File: src/rtl/multi_channel_debouncer.sv
// Multi-channel switch debouncer: two-flop sync, shared sample tick,
// per-channel stability filter, press/release/long-press strobes.
module multi_channel_debouncer #(
  parameter int WIDTH        = 4,
  parameter int TICK_DIV     = 500000,
  parameter int STABLE_TICKS = 3,
  parameter int LONG_TICKS   = 100
) (
  input  logic             FPGA_clock,
  input  logic             reset,
  input  logic [WIDTH-1:0] raw_in,
  output logic [WIDTH-1:0] debounced_out,
  output logic [WIDTH-1:0] press_pulse,
  output logic [WIDTH-1:0] release_pulse,
  output logic [WIDTH-1:0] long_pulse,
  output logic             any_change,
  output logic             tick
);

  localparam int DW = (TICK_DIV > 1) ? $clog2(TICK_DIV) : 1;
  localparam int SW = (STABLE_TICKS > 0) ? $clog2(STABLE_TICKS + 1) : 1;
  localparam int HW = (LONG_TICKS > 0) ? $clog2(LONG_TICKS + 1) : 1;

  localparam logic [DW-1:0] DIV_LAST  = DW'(TICK_DIV - 1);
  localparam logic [SW-1:0] STAB_LAST = SW'(STABLE_TICKS - 1);
  localparam logic [HW-1:0] HOLD_LAST = HW'(LONG_TICKS - 1);
  localparam logic [HW-1:0] HOLD_MAX  = HW'(LONG_TICKS);

  logic [WIDTH-1:0] s1_q, s1_d;
  logic [WIDTH-1:0] s2_q, s2_d;
  logic [DW-1:0]    div_q, div_d;
  logic             tick_q, tick_d;
  logic [WIDTH-1:0] deb_q, deb_d;
  logic [WIDTH-1:0] press_q, press_d;
  logic [WIDTH-1:0] rel_q, rel_d;
  logic [WIDTH-1:0] long_q, long_d;
  logic             any_q, any_d;
  logic [SW-1:0]    stab_q [WIDTH];
  logic [SW-1:0]    stab_d [WIDTH];
  logic [HW-1:0]    hold_q [WIDTH];
  logic [HW-1:0]    hold_d [WIDTH];

  always_comb begin
    s1_d    = raw_in;
    s2_d    = s1_q;
    tick_d  = (div_q == DIV_LAST);
    div_d   = tick_d ? '0 : div_q + 1'b1;
    deb_d   = deb_q;
    press_d = '0;
    rel_d   = '0;
    long_d  = '0;
    for (int i = 0; i < WIDTH; i++) begin
      stab_d[i] = stab_q[i];
      hold_d[i] = hold_q[i];
      if (tick_q) begin
        if (s2_q[i] == deb_q[i]) begin
          stab_d[i] = '0;
        end else if (stab_q[i] == STAB_LAST) begin
          deb_d[i]   = s2_q[i];
          stab_d[i]  = '0;
          press_d[i] = s2_q[i];
          rel_d[i]   = ~s2_q[i];
        end else begin
          stab_d[i] = stab_q[i] + 1'b1;
        end
      end
      // hold time restarts on every accepted press
      if (!deb_d[i] || press_d[i]) begin
        hold_d[i] = '0;
      end else if (tick_q && hold_q[i] != HOLD_MAX) begin
        hold_d[i] = hold_q[i] + 1'b1;
        long_d[i] = (hold_q[i] == HOLD_LAST);
      end
    end
    any_d = |(press_d | rel_d);
  end

  always_ff @(posedge FPGA_clock) begin
    if (reset) begin
      s1_q    <= '0;
      s2_q    <= '0;
      div_q   <= '0;
      tick_q  <= 1'b0;
      deb_q   <= '0;
      press_q <= '0;
      rel_q   <= '0;
      long_q  <= '0;
      any_q   <= 1'b0;
      for (int i = 0; i < WIDTH; i++) begin
        stab_q[i] <= '0;
        hold_q[i] <= '0;
      end
    end else begin
      s1_q    <= s1_d;
      s2_q    <= s2_d;
      div_q   <= div_d;
      tick_q  <= tick_d;
      deb_q   <= deb_d;
      press_q <= press_d;
      rel_q   <= rel_d;
      long_q  <= long_d;
      any_q   <= any_d;
      for (int i = 0; i < WIDTH; i++) begin
        stab_q[i] <= stab_d[i];
        hold_q[i] <= hold_d[i];
      end
    end
  end

  assign debounced_out = deb_q;
  assign press_pulse   = press_q;
  assign release_pulse = rel_q;
  assign long_pulse    = long_q;
  assign any_change    = any_q;
  assign tick          = tick_q;

endmodule

File: config.mk
export PLATFORM = sky130hd
export DESIGN_NAME = multi_channel_debouncer
export DESIGN_NICKNAME = d
export VERILOG_FILES = /design/src/rtl/multi_channel_debouncer.sv
export SDC_FILE = /design/constraint.sdc
export NUM_CORES = 1
export LEC_CHECK = 0
export BUFFER_PORTS_ARGS = -buffer_cell sky130_fd_sc_hd__buf_4
export CORE_ASPECT_RATIO = 1.75
export CORE_MARGIN = 2
export CORE_UTILIZATION = 54
export CTS_CLUSTER_DIAMETER = 150
export DETAILED_ROUTE_END_ITERATION = 16
export PLACE_DENSITY = 0.75
export SLEW_MARGIN = 20
export SYNTH_ARGS = -nofsm -noshare
export SYNTH_HDL_FRONTEND = slang
export SYNTH_SLANG_ARGS = --single-unit
export TNS_END_PERCENT = 100
File: constraint.sdc
create_clock -name FPGA_clock -period 1.9 [get_ports FPGA_clock]
set_input_delay 0.19 -clock FPGA_clock [delete_from_list [all_inputs] [get_ports FPGA_clock]]
set_output_delay 0.19 -clock FPGA_clock [all_outputs]
set_load 0.02 [all_outputs]
==> results.sh, run 1 <==
export IMPL_gp_congestion=0.829
export IMPL_viasPerCell=5.40
export IMPL_slew_headroom_pct=59.7
export IMPL_drt_initial_drc_count=149
export IMPL_syn_area_um2=3440
export IMPL_worst_slew_pin_slew_ns=0.601
export IMPL_critPathKind="flip-flop to flip-flop"
export IMPL_synthesis_instances=380
export IMPL_antenna_found_initial=0
export IMPL_drv_cap=0
export IMPL_synthArstFlopShare_pct=0
export IMPL_fin_util_pct=64.8
export IMPL_reg2reg_depth=5
export IMPL_vias=2694
export IMPL_holdPathEnd="s1_q[2]"
export IMPL_die_area_um2=7050
export IMPL_finalHoldViolCount=0
export IMPL_grt_pass1_vias=2520
export IMPL_worst_hold_slack_ns=0.0441
export IMPL_grt_pass1_wl_um=10700
export IMPL_status="finished, final reports clean"
export IMPL_drt_total_wl_um=6100
export IMPL_drcViolationCount=0
export IMPL_initial_core_util_pct=55.6
export IMPL_antennaDiodeCount=0
export IMPL_crit_path_max_fanout=4
export IMPL_cts_sinks=81
export IMPL_r2r_setup_slack_ns=0.11
export IMPL_yosys_warnings=0
export IMPL_synth_edf_count=0
export IMPL_hp_start="raw_in[2]"
export IMPL_drive_above_1_share_pct=12.6
export IMPL_numCtsBuffers=9
export IMPL_dpl_instance_area_um2=3740
export IMPL_synth_area_leader_cell="dfxtp_1"
export IMPL_first_pass_iters=4
export IMPL_ys_ff_latch=81
export IMPL_startpoint_type="flip-flop"
export IMPL_seq_area_frac_synth_pct=47.2
export IMPL_cts_max_path_buffers=2
export IMPL_cts_hold_buffers=0
export IMPL_period_minus_slack_ns=1.79
export IMPL_root_buffer="clkbuf_8"
export IMPL_gr_total_overflow=0
export IMPL_worstSetupEndpointType="flip-flop"
export IMPL_hp_class="primary input to flip-flop"
export IMPL_synth_most_common_cell="dfxtp_1"
export IMPL_io_pins=24
export IMPL_die_x_um=64.3
export IMPL_area_delta_synth_final_pct=16.4
export IMPL_vdd_drop_max_mv=0.449
export IMPL_wire_per_inst_um=12.2
export IMPL_port_buffers=23
export IMPL_powerDensity_nw_per_um2=834
export IMPL_h_tree_depth=3
export IMPL_nFillCells=529
export IMPL_leakage_uw=0.00138
export IMPL_drt_antenna_violating_nets=0
export IMPL_period_share_pct=94.3
export IMPL_r2r_end="div_q[18]"
export IMPL_synthTopCellsByCount="81 x dfxtp_1, 55 x nor2_1, 26 x xnor2_1"
export IMPL_coreArea_um2=6180
export IMPL_grt_total_usage_pct=19.7
export IMPL_yosysUniqueCellTypes=41
export IMPL_post_cts_setup_buffers=0
export IMPL_worstPathRequired_ns=2.19
export IMPL_worstHoldPathCells=2
export IMPL_die_h_um=110
export IMPL_avgSynthCellArea_um2=9.05
export IMPL_drv_slew=0
export IMPL_r2r_start="div_q[0]"
export IMPL_final_area_um2=4000
export IMPL_power_uw=3340
export IMPL_cts_tree="yes"
export IMPL_synth_top_area_share_pct=47.2
export IMPL_timing_fmax_mhz=558
export IMPL_cts_clk_slew_worst_paths_ns=0.08
export IMPL_finalSetupViolCount=0
export IMPL_num_nets_final=429
export IMPL_clock_latency_ns=0.36
export IMPL_skew_ns=0.0103
export IMPL_synthTopCellsByArea="dfxtp_1 47%, xnor2_1 6.6%, nor2_1 6.0%"
export IMPL_rows=38
export IMPL_synth_flop_cell="dfxtp_1"
export IMPL_synth_net_count=395
export IMPL_rsz0062_at_grt="no"
export IMPL_cp_startpoint="div_q[0]"
export IMPL_grt_max_degree=34
export IMPL_hpwl_um=4300
export IMPL_arrival_ns=2.08
export IMPL_fin_setup_tns_ns=0
export IMPL_cts_resized_gates=0
## cell usage in the layout, fill, tap and decap left out, types with 10 or more instances in the layout
| cell | netlist | final |
|---|---|---|
| a21oi_1 | 20 | 20 |
| buf_4 | 0 | 33 |
| clkbuf_8 | 0 | 12 |
| dfxtp_1 | 81 | 81 |
| inv_1 | 16 | 16 |
| nand2_1 | 16 | 16 |
| nand3_1 | 23 | 23 |
| nand4_1 | 11 | 11 |
| nor2_1 | 55 | 55 |
| nor2b_1 | 15 | 15 |
| nor4_1 | 11 | 11 |
| o21ai_0 | 10 | 10 |
| xnor2_1 | 26 | 26 |
## power by group
group,leakage [µW],internal (µW),switching (µW)
sequential,0.000654,1710,11.5
combinational,0.000595,22.3,25.1
clock,0.000129,980,592
## cells by family (layout without fill, tap and decap cells)
kind of cell               after synthesis  count (layout)  share of synthesized area (%)
xor gates and xnor gates                33              33                           8.41
buffers and inverters                   27              66                           3.64
DFF                                     81              81                           47.2
AOI/OAI and AO/OA                       49              49                           8.41
adders and majority gates                9               9                           3.28
and+or+nand+nor                        173             173                           26.8
muxes                                    8               8                           2.33
## how the worst max path moves through the flow
stage | to | slack [ns] | cells past startpoint
after floorplan | div_q[12] | 0.13 | 7
after global placement | div_q[15] | 0.19 | 5
after detailed placement | div_q[18] | 0.13 | 5
after CTS | div_q[18] | 0.11 | 5
after global routing | div_q[18] | 0.01 | 5
final | div_q[18] | 0.11 | 5
## metrics by stage
| stage | setup slack [ns] | cells |
|---|---|---|
| after floorplan | 0.133 | 380 |
| after global placement | 0.194 | 483 |
| after detailed placement | 0.129 | 483 |
| after CTS | 0.109 | 499 |
| after global routing | 0.0113 | 499 |
| final | 0.107 | 499 |
## per-layer routing
metal  vias to the layer above  GRT usage (%)  share of wire [%]
met5                         -              0                  0
met3                        13           3.48                3.3
li1                       1397              -                  -
met2                        39           34.9                 51
met4                         0           14.4                2.7
met1                      1245           20.6                 43
## sequential cells by signal, summed over array words and instances (netlist names)
| signal | cells |
|---|---|
| release_pulse | 4 |
| long_pulse | 4 |
| hold_q | 28 |
| s2_q | 4 |
| tick | 1 |
| div_q | 19 |
| press_pulse | 4 |
| stab_q | 8 |
| s1_q | 4 |
| any_change | 1 |
| debounced_out | 4 |
## final cells by class
class | count | area [µm²] | share of cell area, %
well taps | 80 | 100 | 2.50
multi-input cells | 272 | 1690 | 42.2
clock buffers | 12 | 165 | 4.12
inverters | 16 | 60.1 | 1.50
flip-flops and latches | 81 | 1620 | 40.5
repair buffers | 34 | 268 | 6.69
clock inverters | 4 | 97.6 | 2.44
## critical path, cell delays in order (launching register included)
cell	delay (ns)
dfxtp_1	0.39
ha_1	0.22
nand3_1	0.11
or4_1	0.55
or3_1	0.32
a21oi_1	0.14
No activity file was read; power rests on OpenSTA's default activity.
==> inputs of run 2 (changes only) <==
REMOVE_ABC_BUFFERS = 1   (was default)
==> results.sh, run 2 (synthesis results as in run 1) <==
export IMPL_die_h_um=110
export IMPL_crit_path_max_fanout=4
export IMPL_layout_commonest_cell="dfxtp_1"
export IMPL_cts_sinks=81
export IMPL_cts_clk_slew_worst_paths_ns=0.07
export IMPL_numCtsBuffers=9
export IMPL_h_tree_depth=3
export IMPL_cp_startpoint="div_q[0]"
export IMPL_cts_max_path_buffers=2
export IMPL_grt_pass1_wl_um=10600
export IMPL_grt_max_degree=34
export IMPL_drv_cap=0
export IMPL_startpoint_type="flip-flop"
export IMPL_die_area_um2=7050
export IMPL_hp_start="raw_in[3]"
export IMPL_worst_slew_pin_slew_ns=0.566
export IMPL_arrival_ns=2.05
export IMPL_gr_total_overflow=0
export IMPL_vdd_drop_max_mv=0.437
export IMPL_antenna_found_initial=0
export IMPL_clock_latency_ns=0.34
export IMPL_timing_fmax_mhz=562
export IMPL_cts_tree="yes"
export IMPL_port_buffers=23
export IMPL_grt_total_usage_pct=19.3
export IMPL_wire_per_inst_um=12.2
export IMPL_period_minus_slack_ns=1.78
export IMPL_regMostFlops="hold_q"
export IMPL_largest_reg_flops=28
export IMPL_skew_ns=0.00625
export IMPL_grt_pass1_vias=2564
export IMPL_status="finished, final reports clean"
export IMPL_rows=38
export IMPL_critPathKind="flip-flop to flip-flop"
export IMPL_finalSetupViolCount=0
export IMPL_drv_slew=0
export IMPL_crit_slowest_cell="or4_1"
export IMPL_gp_congestion=0.789
export IMPL_worstPathRequired_ns=2.17
export IMPL_slew_headroom_pct=62.0
export IMPL_drt_initial_drc_count=122
export IMPL_worstSetupEndpointType="flip-flop"
export IMPL_powerDensity_nw_per_um2=754
export IMPL_first_pass_iters=4
export IMPL_post_cts_setup_buffers=0
export IMPL_drive_above_1_share_pct=11.9
export IMPL_io_pins=24
export IMPL_slowest_delay_ns=0.54
export IMPL_finalHoldViolCount=0
export IMPL_drcViolationCount=0
export IMPL_top_regs="hold_q: 28 flops, div_q: 19 flops, stab_q: 8 flops"
export IMPL_cts_hold_buffers=0
export IMPL_cts_resized_gates=0
export IMPL_final_cell_mix="81 x dfxtp_1, 55 x nor2_1, 33 x buf_4"
export IMPL_cp_cell_sequence="ha_1 -> nand3_1 -> or4_1 -> or3_1 -> a21oi_1"
export IMPL_fin_setup_tns_ns=0
export IMPL_num_nets_final=429
export IMPL_leakage_uw=0.00135
export IMPL_hp_class="primary input to flip-flop"
export IMPL_rsz0062_at_grt="no"
export IMPL_initial_core_util_pct=55.6
export IMPL_antennaDiodeCount=0
export IMPL_r2r_start="div_q[0]"
export IMPL_root_buffer="clkbuf_8"
export IMPL_period_share_pct=93.6
export IMPL_power_uw=2960
export IMPL_area_delta_synth_final_pct=14.3
export IMPL_hpwl_um=4370
export IMPL_viasPerCell=5.45
export IMPL_die_x_um=64.3
export IMPL_coreArea_um2=6180
export IMPL_drt_antenna_violating_nets=0
export IMPL_drt_total_wl_um=6080
export IMPL_vias=2718
==> run 2: metrics by stage <==
step	utilization, %	cells	setup WS (ns)	hold WS (ns)	area (µm²)
6_report	63.6	499	0.121	0.0637	3930
5_1_grt	63.6	499	0.00273	0.0561	3930
4_1_cts	63.6	499	0.129	0.0459	3930
3_5_place_dp	60.5	483	0.139	0.411	3740
3_3_place_gp	60.5	483	0.187	0.403	3740
2_1_floorplan	-	369	0.0565	0.259	3370
==> run 2: final cells by class <==
cell class                 count  area, µm²
clock buffer                  13        149
clock inverter                 3       40.0
inverter                      16       60.1
fill                         543       2250
sequential                    81       1620
multi-input combinational    272       1690
timing repair buffer          34        268
tap                           80        100
==> run 2: power breakdown <==
part | switching (µW) | total [µW] | internal [µW]
registers | 10.7 | 1720 | 1710
clock network | 554 | 1190 | 641
logic | 25.0 | 47.2 | 22.2
total | 590 | 2960 | 2370
==> run 2: worst max-delay path: cells and delay by family, from the launching register on <==
| family | cells | cell delay [ns] |
|---|---|---|
| simple gates | 3 | 0.96 |
| compound gates | 1 | 0.14 |
| fa+ha+maj | 1 | 0.23 |
| flops | 1 | 0.38 |
==> run 2: final timing paths <==
| kind | to | slack, ns | depth (start not counted) |
|---|---|---|---|
| setup / recovery | div_q[18] | 0.12 | 5 |
| hold / removal | s1_q[3] | 0.06 | 2 |
| setup reg to reg | div_q[18] | 0.12 | 5 |
| hold reg to reg | s2_q[0] | 0.44 | 1 |
==> run 2: layer usage <==
layer	vias up	track usage [%]	part of all wire, %
li1	1399	-	-
met1	1269	19.9	42
met2	42	36.0	54
met3	8	3.38	2.4
met4	0	10.9	1.7
met5	-	0	0
==> inputs of run 3 (changes only) <==
CORE_UTILIZATION = 48   (was 54)
PLACE_DENSITY = 0.68   (was 0.75)
==> results.sh, run 3 (synthesis results as in run 1) <==
export IMPL_finalSetupViolCount=0
export IMPL_timing_fmax_mhz=572
export IMPL_area_delta_synth_final_pct=16.4
export IMPL_fin_setup_tns_ns=0
export IMPL_cts_max_path_buffers=2
export IMPL_worst_hold_slack_ns=0.0717
export IMPL_port_buffers=23
export IMPL_top_regs="hold_q: 28 flops, div_q: 19 flops, stab_q: 8 flops"
export IMPL_startpoint_type="flip-flop"
export IMPL_cts_hold_buffers=0
export IMPL_critPathKind="flip-flop to flip-flop"
export IMPL_h_tree_depth=3
export IMPL_vias=2682
export IMPL_grt_pass1_wl_um=10300
export IMPL_cts_clk_slew_worst_paths_ns=0.06
export IMPL_drt_antenna_violating_nets=0
export IMPL_use_met1_pct=17.1
export IMPL_drv_slew=0
export IMPL_slew_headroom_pct=59.2
export IMPL_worst_slew_pin_slew_ns=0.608
export IMPL_clock_latency_ns=0.33
export IMPL_cp_num_buf_inv=1
export IMPL_powerDensity_nw_per_um2=842
export IMPL_drive_above_1_share_pct=12.0
export IMPL_cp_cell_sequence="or4_4 -> nor4_2 -> a31o_1 -> buf_4 -> nor2_1"
export IMPL_numCtsBuffers=9
export IMPL_final_cell_mix="81 x dfxtp_1, 55 x nor2_1, 29 x buf_4"
export IMPL_viasPerCell=5.37
export IMPL_crit_path_max_fanout=11
export IMPL_first_pass_iters=4
export IMPL_layout_commonest_cell="dfxtp_1"
export IMPL_drv_cap=0
export IMPL_final_cells=499
export IMPL_rsz0062_at_grt="no"
export IMPL_gr_total_overflow=0
export IMPL_period_share_pct=92.0
export IMPL_top_usage_layer="met2"
export IMPL_grtUsageMet3_pct=4.37
export IMPL_hp_class="primary input to flip-flop"
export IMPL_num_nets_final=425
export IMPL_antenna_found_initial=0
export IMPL_wire_per_inst_um=12.3
export IMPL_cts_tree="yes"
export IMPL_io_pins=24
export IMPL_die_area_um2=7880
export IMPL_die_h_um=116
export IMPL_arrival_ns=1.97
export IMPL_vdd_drop_max_mv=0.479
export IMPL_grt_total_usage_pct=17.4
export IMPL_rows=40
export IMPL_initial_core_util_pct=49.8
export IMPL_leakage_uw=0.00137
export IMPL_dp_cells=483
export IMPL_hpwl_um=4360
export IMPL_nFillCells=626
export IMPL_largest_reg_flops=28
export IMPL_cp_top_family="simple AND/OR/NAND/NOR gates"
export IMPL_worstPathRequired_ns=2.12
export IMPL_slowest_delay_ns=0.54
export IMPL_drt_initial_drc_count=85
export IMPL_period_minus_slack_ns=1.75
export IMPL_antennaDiodeCount=0
export IMPL_root_buffer="clkbuf_16"
export IMPL_cts_sinks=81
export IMPL_grt_pass1_vias=2471
export IMPL_status="finished, final reports clean"
export IMPL_grt_max_degree=33
export IMPL_coreArea_um2=6910
export IMPL_crit_slowest_cell="or4_4"
export IMPL_met2_usage_pct=31.7
export IMPL_gp_congestion=0.796
export IMPL_regMostFlops="hold_q"
export IMPL_worstSetupEndpointType="flip-flop"
export IMPL_skew_ns=0.00337
export IMPL_finalHoldViolCount=0
export IMPL_drt_total_wl_um=6150
export IMPL_drcViolationCount=0
export IMPL_die_x_um=68.0
-- run 3: path summary, 6_finish.rpt --
kind | startpoint | end | slack, ns | cells past startpoint
max reg2reg | div_q[14] | div_q[16] | 0.15 | 5
max | div_q[14] | div_q[16] | 0.15 | 5
min reg2reg | s1_q[2] | s2_q[2] | 0.43 | 1
min | raw_in[3] | s1_q[3] | 0.07 | 2
-- run 3: final cells by class --
cell class                      instances  area [µm²]  area share (%)
Inverter                               16        60.1            1.50
Tap cell                               84         105            2.63
Sequential cell                        81        1620            40.5
Multi-Input combinational cell        272        1690            42.3
Timing Repair Buffer                   30         238            5.94
Clock buffer                           11         253            6.32
Clock inverter                          5        30.0           0.750
-- run 3: power by group --
part	switching [µW]	leakage [µW]	total, µW	internal (µW)
logic	26.3	0.000575	48.9	22.6
clock network	652	0.000137	1600	947
registers	10.7	0.000654	1720	1710
-- run 3: stage by stage --
stage,setup slack (ns),util (%),area [µm²],total power (µW)
floorplan,0.0565,-,3370,1780
global placement,0.196,53.8,3720,1810
detailed placement,0.144,53.8,3720,1810
CTS,0.135,57.9,4000,3420
global route,0.00750,57.9,4000,3510
finish,0.151,57.9,4000,3370
-- run 3: what timing repair did --
item | 4_1_cts | 5_1_grt
resized for setup | 0 | 1
buffers inserted | 0 | 0
endpoints found under the setup margin | 0 | 1
-- run 3: layer usage --
layer	wire [µm]	vias to the layer above
met5	0	-
met4	162	0
met3	204	10
met2	3270	32
met1	2510	1246
li1	-	1394
